`src/rtl/dir_input_ctrl.sv`:
```
// Button front end for the snake core: synchronise, debounce and edge-detect five buttons,
// then filter direction presses into a 2-deep command queue consumed one per game tick.
module dir_input_ctrl #(
    parameter int DEBOUNCE_CYCLES = 50000,
    parameter int CNT_W           = 16
) (
    input  logic       SYS_CLK,
    input  logic       RST,
    input  logic       UP,
    input  logic       DOWN,
    input  logic       LEFT,
    input  logic       RIGHT,
    input  logic       PAUSE,
    input  logic       game_tick,
    output logic [1:0] cur_dir,
    output logic       paused,
    output logic [1:0] q_count,
    output logic       drop_pulse
);

    localparam int unsigned NB = 5;
    localparam logic [CNT_W-1:0] CNT_LAST = CNT_W'(DEBOUNCE_CYCLES - 1);

    // Bit order doubles as the direction code for bits 3:0 (UP=00 .. RIGHT=11).
    logic [NB-1:0]    raw;
    logic [NB-1:0]    sync1;
    logic [NB-1:0]    sync2;
    logic [NB-1:0]    db;
    logic [NB-1:0]    db_prev;
    logic [NB-1:0]    press;
    logic [CNT_W-1:0] cnt [NB];

    logic [1:0] q0;
    logic [1:0] q1;
    logic       push_valid;
    logic [1:0] push_dir;
    logic [1:0] ref_dir;
    logic       pop;
    logic       reject;
    logic       push;

    assign raw   = {PAUSE, RIGHT, LEFT, DOWN, UP};
    assign press = db & ~db_prev;

    always_ff @(posedge SYS_CLK or posedge RST) begin
        if (RST) begin
            sync1   <= '0;
            sync2   <= '0;
            db      <= '0;
            db_prev <= '0;
            for (int unsigned i = 0; i < NB; i++) begin
                cnt[i] <= '0;
            end
        end else begin
            sync1   <= raw;
            sync2   <= sync1;
            db_prev <= db;
            for (int unsigned i = 0; i < NB; i++) begin
                if (sync2[i] == db[i]) begin
                    cnt[i] <= '0;
                end else if (cnt[i] == CNT_LAST) begin
                    db[i]  <= sync2[i];
                    cnt[i] <= '0;
                end else begin
                    cnt[i] <= cnt[i] + CNT_W'(1);
                end
            end
        end
    end

    always_comb begin
        push_valid = 1'b0;
        push_dir   = 2'b00;
        case (press[3:0])
            4'b0001: begin push_valid = 1'b1; push_dir = 2'b00; end
            4'b0010: begin push_valid = 1'b1; push_dir = 2'b01; end
            4'b0100: begin push_valid = 1'b1; push_dir = 2'b10; end
            4'b1000: begin push_valid = 1'b1; push_dir = 2'b11; end
            default: ;
        endcase
        ref_dir = (q_count == 2'd0) ? cur_dir : ((q_count == 2'd1) ? q0 : q1);
        pop     = game_tick & ~paused & (q_count != 2'd0);
        // A full queue still accepts a press when the same-cycle pop frees the head slot.
        reject  = push_valid & ((push_dir[1] == ref_dir[1]) | paused |
                                ((q_count == 2'd2) & ~pop));
        push    = push_valid & ~reject;
    end

    always_ff @(posedge SYS_CLK or posedge RST) begin
        if (RST) begin
            cur_dir    <= '0;
            paused     <= 1'b0;
            q_count    <= '0;
            drop_pulse <= 1'b0;
            q0         <= '0;
            q1         <= '0;
        end else begin
            drop_pulse <= reject;
            paused     <= paused ^ press[4];
            if (pop) begin
                cur_dir <= q0;
                if (push) begin
                    if (q_count == 2'd1) begin
                        q0 <= push_dir;
                    end else begin
                        q0 <= q1;
                        q1 <= push_dir;
                    end
                end else begin
                    q0      <= q1;
                    q_count <= q_count - 2'd1;
                end
            end else if (push) begin
                if (q_count == 2'd0) begin
                    q0 <= push_dir;
                end else begin
                    q1 <= push_dir;
                end
                q_count <= q_count + 2'd1;
            end
        end
    end

endmodule
```
`config.mk`:
```
export PLATFORM = sky130hd
export DESIGN_NAME = dir_input_ctrl
export DESIGN_NICKNAME = d
export VERILOG_FILES = /design/src/rtl/dir_input_ctrl.sv
export SDC_FILE = /design/constraint.sdc
export NUM_CORES = 1
export LEC_CHECK = 0
export CAP_MARGIN = 40
export CORE_UTILIZATION = 30
export CTS_CLUSTER_DIAMETER = 150
export CTS_CLUSTER_SIZE = 40
export DETAILED_ROUTE_END_ITERATION = 10
export GPL_ROUTABILITY_DRIVEN = 1
export PLACE_DENSITY_LB_ADDON = 0.1
export SETUP_SLACK_MARGIN = 0.5
export SYNTH_ARGS = -nofsm -noshare
export SYNTH_HDL_FRONTEND = slang
export SYNTH_SLANG_ARGS = --single-unit
```
`constraint.sdc`:
```
create_clock -name SYS_CLK -period 3.65 [get_ports SYS_CLK]
set_clock_uncertainty 0.1 [all_clocks]
set_input_delay 0.5475 -clock SYS_CLK [delete_from_list [all_inputs] [get_ports SYS_CLK]]
set_output_delay 0.5475 -clock SYS_CLK [all_outputs]
set_load 0.02 [all_outputs]
```
==> summary.txt, run 1 <==
Worst setup path
  • CP Capture Type: flip-flop
  • Reg2Reg Launch Point: q_count[1]
  • CP Max Fanout: 8
  • Critical path class: reg2reg
  • Critical Path Start Type: flip-flop
  • Worst EP required: 3.79 ns
  • R2r setup slk: 1.19 ns
  • FF-to-FF End: q1[0]
  • CP peak stage delay: 0.42 ns
  • Crit path DAT: 2.60 ns
  • Slowest cell on crit path: mux2i_4
  • Cells along the critical path: inv_1, ha_1, mux2i_1, nor2_1, a21oi_2, mux2i_4, nand3_2, mux2_4
  • R2R depth: 8

Timing
  • Slew HR: 63.1%
  • Final worst slack: 1.19 ns
  • Final worst path period need: 2.46 ns
  • Slew Limit Fails: 0
  • Unrepaired setup endpoints after global routing: no
  • Tightest Pin Transition: 0.552 ns
  • Final Setup Violations: 0
  • Fin crit share: 67.4%
  • Fmax: 406 MHz
  • Hold slack: 0.242 ns
  • Final hold violations: 0
  • Setup TNS: 0 ns

GRT
  • Vias in the first global route: 3319
  • GRT overflow: 0
  • First-pass GRT wire length: 16.1 mm
  • Largest net degree at the start of global routing: 41
  • Total GRT Usage: 11.8%
  • Initial antenna violation count: 0

Routing
  • Drt first pass iters: 6
  • Via count: 3257
  • Total Wirelength: 9.14 mm
  • Drt drc: 0
  • Vias per std cell: 4.55
  • Routed WL per cell: 12.8 um
  • DRT antenna net count: 0
  • Drt initial violations: 150

Clocking
  • Clk slew on worst S/H paths: 0.07 ns
  • Max clock buf depth: 2
  • CTS Buf Count: 9
  • PostCTS Resize Cnt: 0
  • Setup bufs post-CTS: 0
  • CTS tree: yes
  • Hold Buf Count CTS: 0
  • H-tree depth: 3
  • Clk Latency, worst-skew pair: 0.36 ns
  • Clk root buf: clkbuf_16
  • Clock Sink Count: 110

Synth
  • Synthesized Nets: 491
  • Largest cells by area after synthesis: dfrtp_1 55%, xor2_1 7.7%, nor2_1 7.5%
  • Post-synth cell types: 43
  • Post-synth ARST share: 100%
  • Post-synthesis register bit count: 110
  • Top-area cell type share of the netlist area: 55.0%
  • Register area share after synthesis: 55.0%
  • Most used DFF post-synth: dfrtp_1
  • Most frequent cells after synthesis: 110 x dfrtp_1, 100 x nor2_1, 44 x xor2_1
  • Most instantiated library cell after synthesis: dfrtp_1
  • Cell accounting for the most synthesized area: dfrtp_1
  • Syn avg cell area: 10.5 um2
  • Post-Syn Instances: 475
  • EDFF count, synth: 0
  • Mapped Area: 5000 um2
  • Synth warn: 0

Placed design
  • Input/output buffers: 13
  • Detailed-placement wirelength estimate: 6.27 mm
  • GP Congestion: 0.775
  • Worst slack, placed: 1.23 ns
  • Post-DP Area: 5400 um2

Floorplanning
  • Rows: 46
  • Ports: 14
  • Full die area: 17200 um2
  • Core area: 16100 um2
  • Height of the die: 131 um
  • Starting Density: 31.1%
  • DIE WIDTH: 131 um

Pwr
  • Tot Pwr: 2630 uW
  • Pwr Density: 461 nW/um2
  • Static Leakage: 0.00251 uW
  • Worst vdd ir: 0.000223 V

Cells and area
  • Finished Cell Area: 5700 um2
  • Antenna fix cells: 0
  • # nets final: 512
  • FF+latch area: 2750 um2
  • Area Overhead vs Synth: 14.0%
  • Multi-input logic area: 2190 um2
  • Fill count: 1622
  • Proportion of layout cells with a drive suffix above 1: 7.60%

Worst hold path
  • Type of the tightest min-delay check: reg2reg
  • Worst Hold Path Cells: 0
  • Hold EP: sync2[1]
  • Hold_sp: sync1[1]

Run status
  • Outcome: completed

Run
  • Max Cap Viol: 0
[registers in the layout, indices dropped and copies added, names as in the netlist]
name	flops
sync2	5
paused	1
db_prev	5
cur_dir	2
q1	2
drop_pulse	1
cnt	80
db	5
q0	2
sync1	5
q_count	2
[critical path, delay by kind of cell, from the launching register on]
kind | cells | cell delay, ns
AO/OA/AOI/OAI | 1 | 0.24
adder cells (fa/ha/maj) | 1 | 0.28
buffers and inverters | 1 | 0.12
flip-flops | 1 | 0.40
multiplexers | 3 | 0.96
AND/OR/NAND/NOR | 2 | 0.23
[report_power, final]
part | switching [uW] | total, uW | internal (uW)
logic | 191 | 335 | 144
registers | 34.9 | 1290 | 1260
clock network | 453 | 1000 | 549
total | 679 | 2630 | 1950
[layout by cell type (no fill, tap or decap), types with 2 or more instances in the layout]
master | Yosys | routed
nor3_1 | 12 | 12
nand4_1 | 10 | 10
inv_1 | 9 | 8
clkdlybuf4s50_1 | 0 | 13
dfrtp_1 | 110 | 110
and2_1 | 2 | 2
nor4b_1 | 5 | 5
xnor2_1 | 38 | 38
clkinvlp_4 | 0 | 3
nor4_1 | 2 | 2
buf_4 | 0 | 3
nor2_1 | 100 | 100
or2_1 | 2 | 2
clkbuf_16 | 0 | 9
or2_2 | 2 | 2
and3_1 | 18 | 18
nand2_1 | 31 | 31
or4_1 | 2 | 2
a21oi_1 | 3 | 3
nand3_1 | 38 | 38
mux2_4 | 2 | 2
ha_1 | 8 | 8
mux2i_1 | 3 | 3
nand2b_1 | 3 | 3
mux2_2 | 7 | 7
xor2_1 | 44 | 44
[kinds of logic (layout without fill, tap and decap cells)]
logic type,after synthesis,after routing,share of synthesized area [%]
adders and majority gates,8,8,2.00
and+or+nand+nor,236,236,22.5
AOI/OAI and AO/OA,11,11,1.68
buffers and inverters,15,40,1.18
DFF,110,110,55.0
muxes,13,13,3.23
xor gates and xnor gates,82,82,14.4
[worst max path at each step]
stage,start,slack (ns),depth (start not counted),endpoint
4_1_cts,q_count[1],1.21,8,q1[0]
6_report,q_count[1],1.19,8,q1[0]
5_1_grt,q_count[1],1.09,8,q1[0]
3_3_place_gp,q_count[1],1.28,8,q1[0]
2_1_floorplan,q_count[1],1.34,8,q1[0]
3_5_place_dp,q_count[1],1.23,8,q1[0]
[routing by layer]
metal	global-route usage (%)	wire (um)
met1	15.4	4450
met5	0	0
met3	3.36	306
met4	5.29	157
met2	18.1	4220
[per-stage QoR]
step                      util (%)  cells
after detailed placement      33.6    701
after global routing          35.5    716
after global placement        33.6    701
final                         35.5    716
after CTS                     35.5    716
after floorplan                  -    475
[area by class of cell]
| type | instances | share of cell area, % |
|---|---|---|
| timing repair buffer | 16 | 2.68 |
| sequential | 110 | 48.3 |
| inverter | 9 | 0.658 |
| tap | 216 | 4.74 |
| clock buffer | 10 | 4.19 |
| multi-input combinational | 350 | 38.4 |
| clock inverter | 5 | 1.03 |
Note: power is estimated with default switching activity, not from simulation.
==> run 2: changes to the inputs <==
clock period = 2.3 ns   (was 3.65 ns; I/O delays follow)
==> run 2 against run 1 <==
  * Via count grew 1.7%
  * Worst setup slack lost 1.0 ns
  * Core utilization grew 1.9 points
  * First-iteration DRC count shrank 23%
  * Clock power grew 50%
  * Sequential cell count is the same
  * Final cell count grew 2.4%
  * Sequential share of layout area shrank 2.4 points
  * Register-to-register slack lost 1.0 ns
  * Wire length grew 1.8%
  * Global-route usage grew 0.41 points
  * Total power grew 63%
==> summary.txt, run 2 (synthesis gave the netlist of run 1 again) <==
Floorplanning
  • Ports: 14 (unchanged)
  • Rows: 46 (unchanged)
  • Height of the die: 131 um (unchanged)
  • Starting Density: 31.1% (unchanged)
  • Full die area: 17200 um2 (unchanged)
  • DIE WIDTH: 131 um (unchanged)
  • Core area: 16100 um2 (unchanged)

Cells and area
  • Number of flip-flops in the largest register: 80 (unchanged)
  • Most frequent cells in the layout: 107 x dfrtp_1, 90 x nor2_1, 43 x xor2_1
  • # nets final: 528 (+3.1%)
  • Fill count: 1563 (-3.6%)
  • Largest Register: cnt
  • Proportion of layout cells with a drive suffix above 1: 16.6% (+9.0 points)
  • Area Overhead vs Synth: 20.1%
  • Commonest non-fill, non-tap cell in the layout: dfrtp_1
  • Antenna fix cells: 0 (unchanged)

Worst setup path
  • Critical Path Start Type: flip-flop
  • Critical path class: reg2reg
  • Cells along the critical path: inv_4, ha_4, mux2i_1, nor2_1, a21oi_2, mux2i_4, a31oi_4, mux2_4
  • Slowest cell on crit path: dfrtp_2
  • CP Max Fanout: 7 (-1)
  • Worst EP required: 2.44 ns (-1.35 ns)
  • Reg2Reg Launch Point: q_count[1]
  • FF-to-FF End: q0[1]
  • R2R depth: 8 (unchanged)
  • CP peak stage delay: 0.43 ns (about the same)
  • R2r setup slk: 0.17 ns (-1.02 ns)
  • Crit path DAT: 2.28 ns (-0.32 ns)
  • CP Capture Type: flip-flop
  • CP startpoint: q_count[1]

Routing
  • Drt initial violations: 115 (-23%)
  • Total Wirelength: 9.30 mm (+1.8%)
  • Drt first pass iters: 4 (-2)
  • Routed WL per cell: 12.7 um (-0.59%)
  • Via count: 3311 (+1.7%)
  • Drt drc: 0 (unchanged)
  • DRT antenna net count: 0 (unchanged)
  • Vias per std cell: 4.52 (-0.70%)

Clocking
  • CTS tree: yes
  • H-tree depth: 3 (unchanged)
  • Clk Latency, worst-skew pair: 0.35 ns (about the same)
  • Max clock buf depth: 2 (unchanged)
  • CTS Buf Count: 9 (unchanged)
  • Clock Sink Count: 110 (unchanged)
  • Clk root buf: clkbuf_16
  • Clk slew on worst S/H paths: 0.07 ns (about the same)
  • Hold Buf Count CTS: 0 (unchanged)

GRT
  • GRT overflow: 0 (unchanged)
  • Total GRT Usage: 12.2% (+0.41 points)
  • Largest net degree at the start of global routing: 50 (+22%)
  • Vias in the first global route: 3516 (+5.9%)
  • Initial antenna violation count: 0 (unchanged)
  • First-pass GRT wire length: 16.8 mm (+4.2%)

Pwr
  • Tot Pwr: 4300 uW (+63%)
  • Power share of the combinational group: 17.3% (+4.6 points)
  • Pwr Density: 716 nW/um2 (+55%)
  • Static Leakage: 0.00266 uW (+6.1%)
  • Sw power: 1100 uW (+63%)
  • Cell-internal power: 3190 uW (+64%)
  • Clk pwr share: 34.8% (-3.3 points)
  • Reg power frac: 47.9% (-1.3 points)
  • Worst vdd ir: 0.000374 V (+68%)
  • Sw frac: 25.7% (-0.11 points)

Placed design
  • Worst slack, placed: 0.0737 ns (-1.15 ns)
  • Input/output buffers: 13 (unchanged)
  • GP Congestion: 0.783 (+1.0%)
  • Detailed-placement wirelength estimate: 6.10 mm (-2.8%)

Timing
  • Fmax: 469 MHz (+15%)
  • Tightest Pin Transition: 0.435 ns (-0.118 ns)
  • Final hold violations: 0 (unchanged)
  • Unrepaired setup endpoints after global routing: yes
  • Final worst path period need: 2.13 ns (-0.327 ns)
  • Final Setup Violations: 0 (unchanged)
  • Fin crit share: 92.8% (+25 points)
  • Final worst slack: 0.166 ns (-1.02 ns)
  • Slew HR: 70.8% (+7.7 points)
  • Setup TNS: 0 ns (unchanged)
  • Hold slack: 0.239 ns (-0.00345 ns)
  • Slew Limit Fails: 0 (unchanged)

Run
  • Max Cap Viol: 0 (unchanged)

Run status
  • Outcome: completed

Worst hold path
  • Type of the tightest min-delay check: in2async
run 2: per-stage QoR:
stage / cells / utilization, % / instance area (um2)
finish: 733 / 37.4 / 6010
CTS: 727 / 36.5 / 5850
detailed placement: 703 / 34.0 / 5460
floorplan: 475 / - / 5020
global placement: 703 / 34.0 / 5460
global route: 733 / 37.4 / 6010
run 2: what timing repair did:
item | in CTS | in global routing
pin swaps | 6 | 6
resized for setup | 19 | 31
endpoints found under the hold margin | 0 | 0
endpoints found under the setup margin | 86 | 60
cloned | 1 | 0
setup buffers | 7 | 6
run 2: worst max path at each step:
stage,end,slack [ns],cells past startpoint
4_1_cts,q0[1],0.17,8
5_1_grt,q1[0],0.06,8
3_3_place_gp,q0[1],0.12,8
3_5_place_dp,q0[1],0.07,8
2_1_floorplan,q0[1],0.13,8
6_report,q0[1],0.17,8
run 2: metal layers:
metal	vias up	part of all wire (%)	global-route usage, %
met5	-	0	0
met4	0	1.6	4.18
met3	12	3.6	4.40
met2	36	46	19.4
met1	1604	48	15.3
li1	1659	-	-
run 2: power groups by stage:
stage | Combinational [uW] | Clock [uW] | Sequential [uW]
3_3_place_gp | 606 | 0 | 2100
5_1_grt | 824 | 1650 | 2070
6_report | 742 | 1500 | 2060
4_1_cts | 730 | 1570 | 2060
3_5_place_dp | 615 | 0 | 2100
2_1_floorplan | 375 | 0 | 2120
run 2: layout make-up:
cell class	instances	area (um2)	share of cell area, %
sequential	110	2760	45.9
tap	216	270	4.50
timing repair buffer	31	292	4.85
multi-input combinational	351	2370	39.4
inverter	9	40.0	0.667
clock buffer	16	282	4.69
run 2: critical path: cells and delay by family, from the launching register on:
kind                     cells  cell delay, ns
adder cells (fa/ha/maj)      1            0.13
multiplexers                 3            0.89
buffers and inverters        1            0.06
flip-flops                   1            0.43
AND/OR/NAND/NOR              1            0.06
AO/OA/AOI/OAI                2            0.35
